==> config.mk <==
export PLATFORM = sky130hd
export DESIGN_NAME = data_mem_responder
export DESIGN_NICKNAME = d
export VERILOG_FILES = /design/src/rtl/data_mem_pkg.sv /design/src/rtl/data_mem_responder_tx_fifo.sv /design/src/rtl/data_mem_responder.sv
export SDC_FILE = /design/constraint.sdc
export NUM_CORES = 2
export LEC_CHECK = 0
export ABC_AREA = 1
export CAP_MARGIN = 25
export CORE_ASPECT_RATIO = 0.75
export CORE_MARGIN = 1.5
export CORE_UTILIZATION = 25
export DETAILED_ROUTE_END_ITERATION = 16
export GPL_TIMING_DRIVEN = 0
export PLACE_DENSITY = 0.48
export SLEW_MARGIN = 20
export SYNTH_ARGS = -nofsm -noshare
export SYNTH_HDL_FRONTEND = slang
export SYNTH_HIERARCHICAL = 1
export SYNTH_SLANG_ARGS = --single-unit
==> constraint.sdc <==
create_clock -name clk -period 3.77 [get_ports clk]
set_input_delay 0.377 -clock clk [delete_from_list [all_inputs] [get_ports clk]]
set_output_delay 0.377 -clock clk [all_outputs]
set_load 0.01 [all_outputs]
==> src/rtl/data_mem_pkg.sv <==
// Shared constants for the data-memory responder: MMIO register offsets,
// STATUS bit positions and the address-region encoding.
package data_mem_pkg;

  localparam logic [3:0] OFF_GPIO   = 4'h0;
  localparam logic [3:0] OFF_CYCLE  = 4'h4;
  localparam logic [3:0] OFF_TXDATA = 4'h8;
  localparam logic [3:0] OFF_STATUS = 4'hC;

  localparam int ST_FULL    = 0;
  localparam int ST_EMPTY   = 1;
  localparam int ST_OVF     = 2;
  localparam int ST_CNT_LSB = 4;

  typedef enum logic [1:0] {
    REG_RAM,
    REG_MMIO,
    REG_NONE
  } region_e;

endpackage

==> src/rtl/data_mem_responder_tx_fifo.sv <==
// Byte FIFO with extra-MSB pointers; head is combinational, push/pop take effect at the edge.
// A push into a full FIFO succeeds only when a pop happens on the same edge.
module tx_fifo #(
  parameter int DEPTH = 8
) (
  input  logic                     clk,
  input  logic                     clr,
  input  logic                     push,
  input  logic [7:0]               push_data,
  input  logic                     pop,
  output logic [7:0]               head,
  output logic                     full,
  output logic                     empty,
  output logic [$clog2(DEPTH):0]   count
);

  localparam int AW = $clog2(DEPTH);

  logic [AW:0] wptr;
  logic [AW:0] rptr;
  logic [7:0]  mem [DEPTH];
  logic        push_ok;
  logic        pop_ok;

  assign empty   = (wptr == rptr);
  assign full    = (wptr[AW] != rptr[AW]) && (wptr[AW-1:0] == rptr[AW-1:0]);
  assign count   = wptr - rptr;
  assign pop_ok  = pop && !empty;
  // When full, the slot being written is the one leaving on this edge.
  assign push_ok = push && (!full || pop);
  assign head    = empty ? 8'h00 : mem[rptr[AW-1:0]];

  always_ff @(posedge clk) begin
    if (clr) begin
      wptr <= '0;
      rptr <= '0;
    end else begin
      if (push_ok) wptr <= wptr + 1'b1;
      if (pop_ok)  rptr <= rptr + 1'b1;
    end
  end

  always_ff @(posedge clk) begin
    if (push_ok && !clr) mem[wptr[AW-1:0]] <= push_data;
  end

endmodule

==> src/rtl/data_mem_responder.sv <==
// Single-cycle data-memory responder: word RAM plus GPIO/CYCLE/TX-FIFO MMIO; reads are
// combinational, writes land at the edge; TX bytes drain by valid/ready, overflow drops and flags.
module data_mem_responder
  import data_mem_pkg::*;
#(
  parameter int          RAM_WORDS  = 64,
  parameter int          FIFO_DEPTH = 8,
  parameter logic [31:0] MMIO_BASE  = 32'hFFFF_0000
) (
  input  logic        clk,
  input  logic        clr,
  input  logic [31:0] A,
  input  logic [31:0] WD,
  input  logic        WE,
  output logic [31:0] RD,
  output logic [15:0] gpio_out,
  output logic [7:0]  tx_data,
  output logic        tx_valid,
  input  logic        tx_ready
);

  localparam int          RW        = $clog2(RAM_WORDS);
  localparam logic [31:0] RAM_BYTES = 32'(RAM_WORDS * 4);

  region_e                    region;
  logic [3:0]                 off;
  logic [31:0]                ram [RAM_WORDS];
  logic [31:0]                cycle;
  logic                       ovf;
  logic                       mmio_we;
  logic                       push;
  logic                       pop;
  logic                       full;
  logic                       empty;
  logic [$clog2(FIFO_DEPTH):0] count;
  logic [31:0]                status;

  always_comb begin
    region = REG_NONE;
    if (A < RAM_BYTES)                     region = REG_RAM;
    else if (A[31:4] == MMIO_BASE[31:4])   region = REG_MMIO;
  end

  assign off     = {A[3:2], 2'b00};
  assign mmio_we = WE && (region == REG_MMIO) && !clr;
  assign push    = mmio_we && (off == OFF_TXDATA);
  assign pop     = !empty && tx_ready;

  assign tx_valid = !empty;

  tx_fifo #(.DEPTH(FIFO_DEPTH)) u_tx_fifo (
    .clk       (clk),
    .clr       (clr),
    .push      (push),
    .push_data (WD[7:0]),
    .pop       (pop),
    .head      (tx_data),
    .full      (full),
    .empty     (empty),
    .count     (count)
  );

  // RAM has no reset and still accepts writes while clr is high.
  always_ff @(posedge clk) begin
    if (WE && region == REG_RAM) ram[A[RW+1:2]] <= WD;
  end

  always_ff @(posedge clk) begin
    if (clr) begin
      gpio_out <= '0;
      cycle    <= '0;
      ovf      <= 1'b0;
    end else begin
      cycle <= (mmio_we && off == OFF_CYCLE) ? WD : cycle + 32'd1;
      if (mmio_we && off == OFF_GPIO) gpio_out <= WD[15:0];
      // A dropped byte sets OVF even if a clear arrives on the same edge.
      if (push && full && !pop)                     ovf <= 1'b1;
      else if (mmio_we && off == OFF_STATUS && WD[2]) ovf <= 1'b0;
    end
  end

  always_comb begin
    status                     = '0;
    status[ST_FULL]            = full;
    status[ST_EMPTY]           = empty;
    status[ST_OVF]             = ovf;
    status[ST_CNT_LSB +: 5]    = 5'(count);
  end

  always_comb begin
    RD = '0;
    case (region)
      REG_RAM:  RD = ram[A[RW+1:2]];
      REG_MMIO: begin
        case (off)
          OFF_GPIO:   RD = {16'h0000, gpio_out};
          OFF_CYCLE:  RD = cycle;
          OFF_STATUS: RD = status;
          default:    RD = '0;
        endcase
      end
      default:  RD = '0;
    endcase
  end

endmodule

Word-level counts from Yosys, hierarchy flattened
Memories as Yosys holds them, arrays and structs flattened. A register that Yosys moved wholly into a read port is not among the register bits.
Cells that the tools add are included.
{ "totals": {"reg_bits": 57, "latch_bits": 0, "mem_bits_rw": 2112, "mem_bits_ro": 0, "out_inout_bits": 57, "memories": 2} }
{ "memory_table": {"columns": ["name", "words", "width", "rd", "rd_clocked_by_memory_dff", "write_ports", "line", "text"], "rows": [
  ["ram", 64, 32, 1, 0, 1, "data_mem_responder.sv:27", "logic [31:0] ram [RAM_WORDS];"],
  ["u_tx_fifo.mem", 8, 8, 1, 1, 1, "data_mem_responder_tx_fifo.sv:21", "logic [7:0] mem [DEPTH];"]
]} }
{ "classes": {"n_addsub": 4, "mul": 0, "div": 0, "n_lt_le_gt_ge": 1, "n_eq_ne": 8, "shifts": 0, "n_mux": 14, "n_bitwise": 0, "reduce_logical": 23} }
{ "op_table": {"columns": ["operator", "count"], "rows": [
  ["$pmux W32 S3", 1],
  ["$pmux W32 S2", 1],
  ["$add A32 B1 Y32 const B", 1],
  ["$lt A32 B9 Y1 const B", 1],
  ["$mux W32", 1],
  ["$eq A28 B28 Y1 const B", 1],
  ["$logic_and A1 B1 Y1", 15],
  ["$add A4 B1 Y4 const B", 2],
  ["$mux W8", 1],
  ["$mux W1", 6],
  ["$mux W3", 2],
  ["$eq A2 B1 Y1 const B", 2],
  ["$eq A2 B2 Y1 const B", 2],
  ["$eq A4 B4 Y1", 1],
  ["$logic_not A1 Y1", 4],
  ["$logic_not A4 Y1", 1],
  ["$mux W2", 2],
  ["$sub A4 B4 Y4", 1],
  ["$eq A3 B3 Y1", 1],
  ["$logic_not A2 Y1", 1],
  ["$reduce_bool A2 Y1", 1],
  ["$logic_or A1 B1 Y1", 1],
  ["$ne A1 B1 Y1", 1]
]} }

Logic depth before layout (Yosys ltp)
{ "logic_depth": {"word_depth": 11, "depth_mapped": 15, "mapped_depth_nobuf": 13} }

Hierarchy
The synthesis kept the hierarchy.
{ "by_module_without_submodules": {"columns": ["module", "instances", "cells_each", "area_each_um2"], "rows": [
  ["data_mem_responder", 1, 7062, 83630.2],
  ["tx_fifo", 1, 316, 3299.4]
]} }

Least setup slack after synthesis
No wires, ideal clock.
{ "synth_path": {"path_kind": "in2reg", "from": "input port A[2]", "to": "memory ram[10][0] (enable)", "setup_ps": 421, "arrival_ps": 2778, "setup_slack_ps": 571, "stages": 6, "path_buffers": 3, "cell_sequence": "buf_2 > buf_2 > nor2_1 > buf_2 > nand3_1 > nor2_1"} }
{ "synth_via": {"elab_chain_cells": 6} }
{ "synth_lines": {"columns": ["element", "line", "text"], "rows": [
  ["start, declared", "data_mem_responder.sv:12", "input logic [31:0] A,"],
  ["$lt A32 B9 Y1", "data_mem_responder.sv:40", "if (A < RAM_BYTES) region = REG_RAM;"],
  ["$mux W2", "data_mem_responder.sv:40", null],
  ["$logic_not A2 Y1", "data_mem_responder.sv:65", "if (WE && region == REG_RAM) ram[A[RW+1:2]] <= WD;"],
  ["$logic_and A1 B1 Y1", "data_mem_responder.sv:65", null],
  ["$mux W1", "data_mem_responder.sv:65", null],
  ["$mux W1 (implied by the code)", "data_mem_responder.sv:65", null],
  ["end, declared", "data_mem_responder.sv:27", null]
]} }
Parallel ways exist; a longest one is shown, timed or not.

Worst setup path after layout
{ "layout_path": {"from": "input port A[16]", "to": "memory ram[33][30] (enable)"} }
{ "layout_via": {"elab_chain_cells": 7, "word_cells_on_any_way": 8} }
{ "layout_lines": {"columns": ["element", "line"], "rows": [
  ["parallel branches: the longest is 2 deep, another holds $lt A32 B9 Y1", null],
  ["$mux W2 (*)", "data_mem_responder.sv:40"],
  ["$logic_not A2 Y1 (*)", "data_mem_responder.sv:65"],
  ["$logic_and A1 B1 Y1 (*)", "data_mem_responder.sv:65"],
  ["$mux W1 (*)", "data_mem_responder.sv:65"],
  ["$mux W1 (implied by the code) (*)", "data_mem_responder.sv:65"]
]} }
Mark *: on every way between the ends.

==> results.md <==
- The run finished, with violations left.
- The checks that failed: negative setup slack.
- The number of violations reported at the end of detailed-routing iteration 0 is 13000.
- The worst reg2reg path endpoint is u_tx_fifo/mem[5][3].
- In the final timing run, aggregate negative setup slack is -103.41 ns.
- The number of fillers in the final layout is 34400.
- The first TritonRoute pass finished after 7 iterations.
- The sink count of the clock tree is 2172.
- The power density normalized to cell area is 471 mW/mm2.
- Compared with the post-synthesis result, the final layout area differs by 25.1%.
- The post-synth net total is 7453.
- The number of global-route vias before repair was 59700.
- The cell count after synthesis came out at 7378.
- The TritonCTS clock tree is yes.
- The worst reg2reg path startpoint is u_tx_fifo/rptr[1].
- The congestion estimate from routability-driven global placement came to 0.927.
- The clock tree root buffer cell is clkbuf_16.
- Counting flops and latches in the post-synthesis netlist gives 2172.
- Dividing the final minimum period by the clock period gives 1.13.
- The launch point of the worst path is A[16].
- The post-detailed-route count of antenna-violating nets is 0.
- The layout cell share with drive strength beyond 1 is 0.147.
- Along the worst path, the maximum fanout reaches 10.
- The hold violation count in the final report is 0.
- The H-tree depth reported by CTS is 4.
- For this design the static power due to leakage is 0.0375 uW.
- Detailed placement ended at an HPWL of 302000 um.
- The number of buffers created by CTS is 211.
- The pin count of the biggest net entering global routing is 74.
- For the worst setup path, the data required time is 4.31 ns.
- The category of the worst setup path launch point is an input pin.
- The post-layout minimum cycle time is 4.24 ns.
- The synthesized design contains 2112 enable-type register cells.
- The count of placed standard cells including taps is 12400.
- Across every metal layer, demand over resource in global routing totals 0.231.
- The setup skew after layout is 0.0347 ns.
- The count of standard-cell rows is 187.
- The critical path data arrival time is 4.79 ns.
- For the pin with the worst max-slew slack, the measured transition is 1.17 ns.
- In the post-synthesis netlist, the biggest area contributors are edfxtp_1 (73%), nor2_1 (11%), nand3_1 (3.6%).
- The endpoint of the most critical setup path is ram[33][30].
- The first global-routing pass estimated 549000 um of wire.
- The count of cells along the worst register-to-register path is 9.
- Across all register-to-register paths, the minimum setup slack is 0.67 ns.
- The CTS clock-pin slew for the worst setup and hold paths is 0.06 ns.
- The number of top-level pins is 125.
- Input and output buffers added on the ports amount to 121.
- The worst setup path is captured at a register.
- After detailed routing, the number of remaining DRC violations is 0.
- IR analysis of the VDD net gives a maximum drop of 358 uV.
- The die covers 0.351 mm2.
- The clock passes through at most 4 buffers.
- The number of warnings issued by yosys is 6.
- After the last flow step, the layout net total stands at 8079.
- The detailed-route via count is 67200.
- Once layout is complete, the cells apart from fillers number 12800.
- The initial core utilization is 0.251.
- Dividing the detail-routed via count by the number of cells gives 5.24.
- After floorplanning, the core was sized to cover 0.346 mm2.
- Counting instances in the post-synthesis netlist gives the leading cell types as nor2_1 (2490), edfxtp_1 (2112), nand2_1 (800), nand3_1 (623), inv_1 (229).
- The number of distinct library cells after synthesis is 43.
- Derived from the worst setup path, the maximum achievable clock frequency is 236 MHz.
- In the final routed layout, each cell accounts on average for 33.0 um.
- For the worst-skew pair, the clock arrives at the later sink with an insertion delay of 0.88 ns.
- Setup slack on the critical path of the routed design comes to -0.474 ns.
- Max-cap violations in this run came to 0.
- Setup repair after global routing could not meet its margin everywhere.
- Of the post-synthesis cell area, the dominant cell type holds 0.730.
- The remaining global-route overflow is 0.
- The die extent in x is 684 um.
- The fraction of synthesis flops using an asynchronous set or reset pin is 0.
- The initial antenna violation count is 53.
- The most numerous cell in the Yosys netlist is nor2_1.
- In this run the tightest slew margin relative to its limit is 0.217.
- The vertical die dimension is 514 um.
- The most used flip-flop cell after synthesis is edfxtp_1.
- The path type of the worst setup path is input pin to register.
- The share of the Yosys chip area taken by registers is 0.743.
- Wires add up to 423000 um.
- The final max-slew violation count is 0.
- The overall power after layout is 51200 uW.
- The kind of path behind the tightest hold check is input pin to register.
- The synthesized netlist occupies a cell area of 0.0869 mm2.
- Setup violations remaining at the end of the flow were counted as 572.
- Averaged over all synthesized cells, the footprint is 11.8 um2.
- Summed over all instances, the cell type with the most area after synthesis is edfxtp_1.
==> cell families after synthesis <==
logic type	after synthesis	synth area share
simple gates	4125	0.194
flops	2172	0.743
buf+inv	608	0.0296
compound gates	445	0.0296
xor+xnor	21	0.00212
fa+ha+maj	7	0.00109
==> state kept, by name, summed over array words and instances (netlist names), named ones only <==
| name | count |
|---|---|
| ovf | 1 |
| ram | 2048 |
| gpio_out | 16 |
| cycle | 32 |
| u_tx_fifo/mem | 64 |
| u_tx_fifo/rptr | 4 |
| u_tx_fifo/wptr | 4 |
==> power by group <==
part | switching (uW) | internal [uW]
logic | 2800 | 824
clock network | 9670 | 11500
registers | 3.65 | 26400
==> worst min-delay path by stage <==
stage / start / end / cells past startpoint
2_1_floorplan: ovf / ovf / 2
3_3_place_gp: ovf / ovf / 2
3_5_place_dp: ovf / ovf / 2
4_1_cts: WD[24] / ram[26][24] / 1
5_1_grt: WD[24] / ram[24][24] / 1
6_report: WD[19] / ram[60][19] / 2
==> layer usage <==
metal	global-route usage	wire [um]	vias to the layer above
met5	0	128	-
met4	0.0899	20000	18
met3	0.0963	69600	1034
met2	0.314	164000	5684
met1	0.323	169000	33700
li1	-	-	26800
==> stage by stage <==
step                      cell area (um2)  worst slack (ns)  hold WS (ns)  utilization
after CTS                          108000            -0.128        0.0114        0.313
after global routing               109000            -0.338        0.0556        0.314
after global placement              93900             -6.28         0.454        0.271
after floorplan                     86900             0.571         0.433            -
final                              109000            -0.474        0.0567        0.314
after detailed placement           100000             -2.12         0.461        0.289
==> worst max-delay path: stages <==
cell and delay, ns:
clkdlybuf4s50_1 0.44, inv_2 0.15, nand3_1 0.09, nor2_1 0.17
nand3_4 0.17, nor2_1 0.92, nand3_1 1.02, nor2_4 0.91
buf_16 0.28, buf_12 0.21
==> final cells by class <==
cell class / count / area (um2) / share of cell area
Tap cell: 4630 / 5790 / 0.0533
Timing Repair Buffer: 415 / 7270 / 0.0668
Clock inverter: 121 / 986 / 0.00906
Buffer: 362 / 2740 / 0.0252
Inverter: 244 / 938 / 0.00863
Antenna cell: 23 / 57.6 / 0.000529
Multi-Input combinational cell: 4598 / 20900 / 0.192
Sequential cell: 2172 / 64600 / 0.594
Clock buffer: 253 / 5510 / 0.0507
==> repair_timing <==
item                                    4_1_cts  5_1_grt
pin swaps                                    20       26
resized for setup                           552      115
endpoints found under the hold margin       489        0
setup buffers                                 9       17
hold buffers                                 28        0
endpoints found under the setup margin     1084      389
gates cloned                                  0        0
==> cells in the final DEF, fill, tap and decap left out, types with 49 or more instances in the layout <==
| master | Yosys | final |
|---|---|---|
| buf_12 | 0 | 112 |
| buf_16 | 0 | 127 |
| buf_2 | 159 | 82 |
| buf_4 | 10 | 126 |
| buf_6 | 6 | 55 |
| clkbuf_1 | 129 | 55 |
| clkbuf_16 | 0 | 214 |
| clkbuf_2 | 3 | 67 |
| clkdlybuf4s50_1 | 0 | 74 |
| clkinv_1 | 5 | 49 |
| dfxtp_1 | 60 | 60 |
| edfxtp_1 | 2112 | 2112 |
| inv_1 | 229 | 218 |
| nand2_1 | 800 | 761 |
| nand3_1 | 623 | 582 |
| nand3b_1 | 55 | 55 |
| nor2_1 | 2490 | 2393 |
| nor2_4 | 5 | 86 |
| o21ai_0 | 200 | 188 |
| o22ai_1 | 105 | 105 |
No activity file was read; power rests on OpenSTA's default activity.
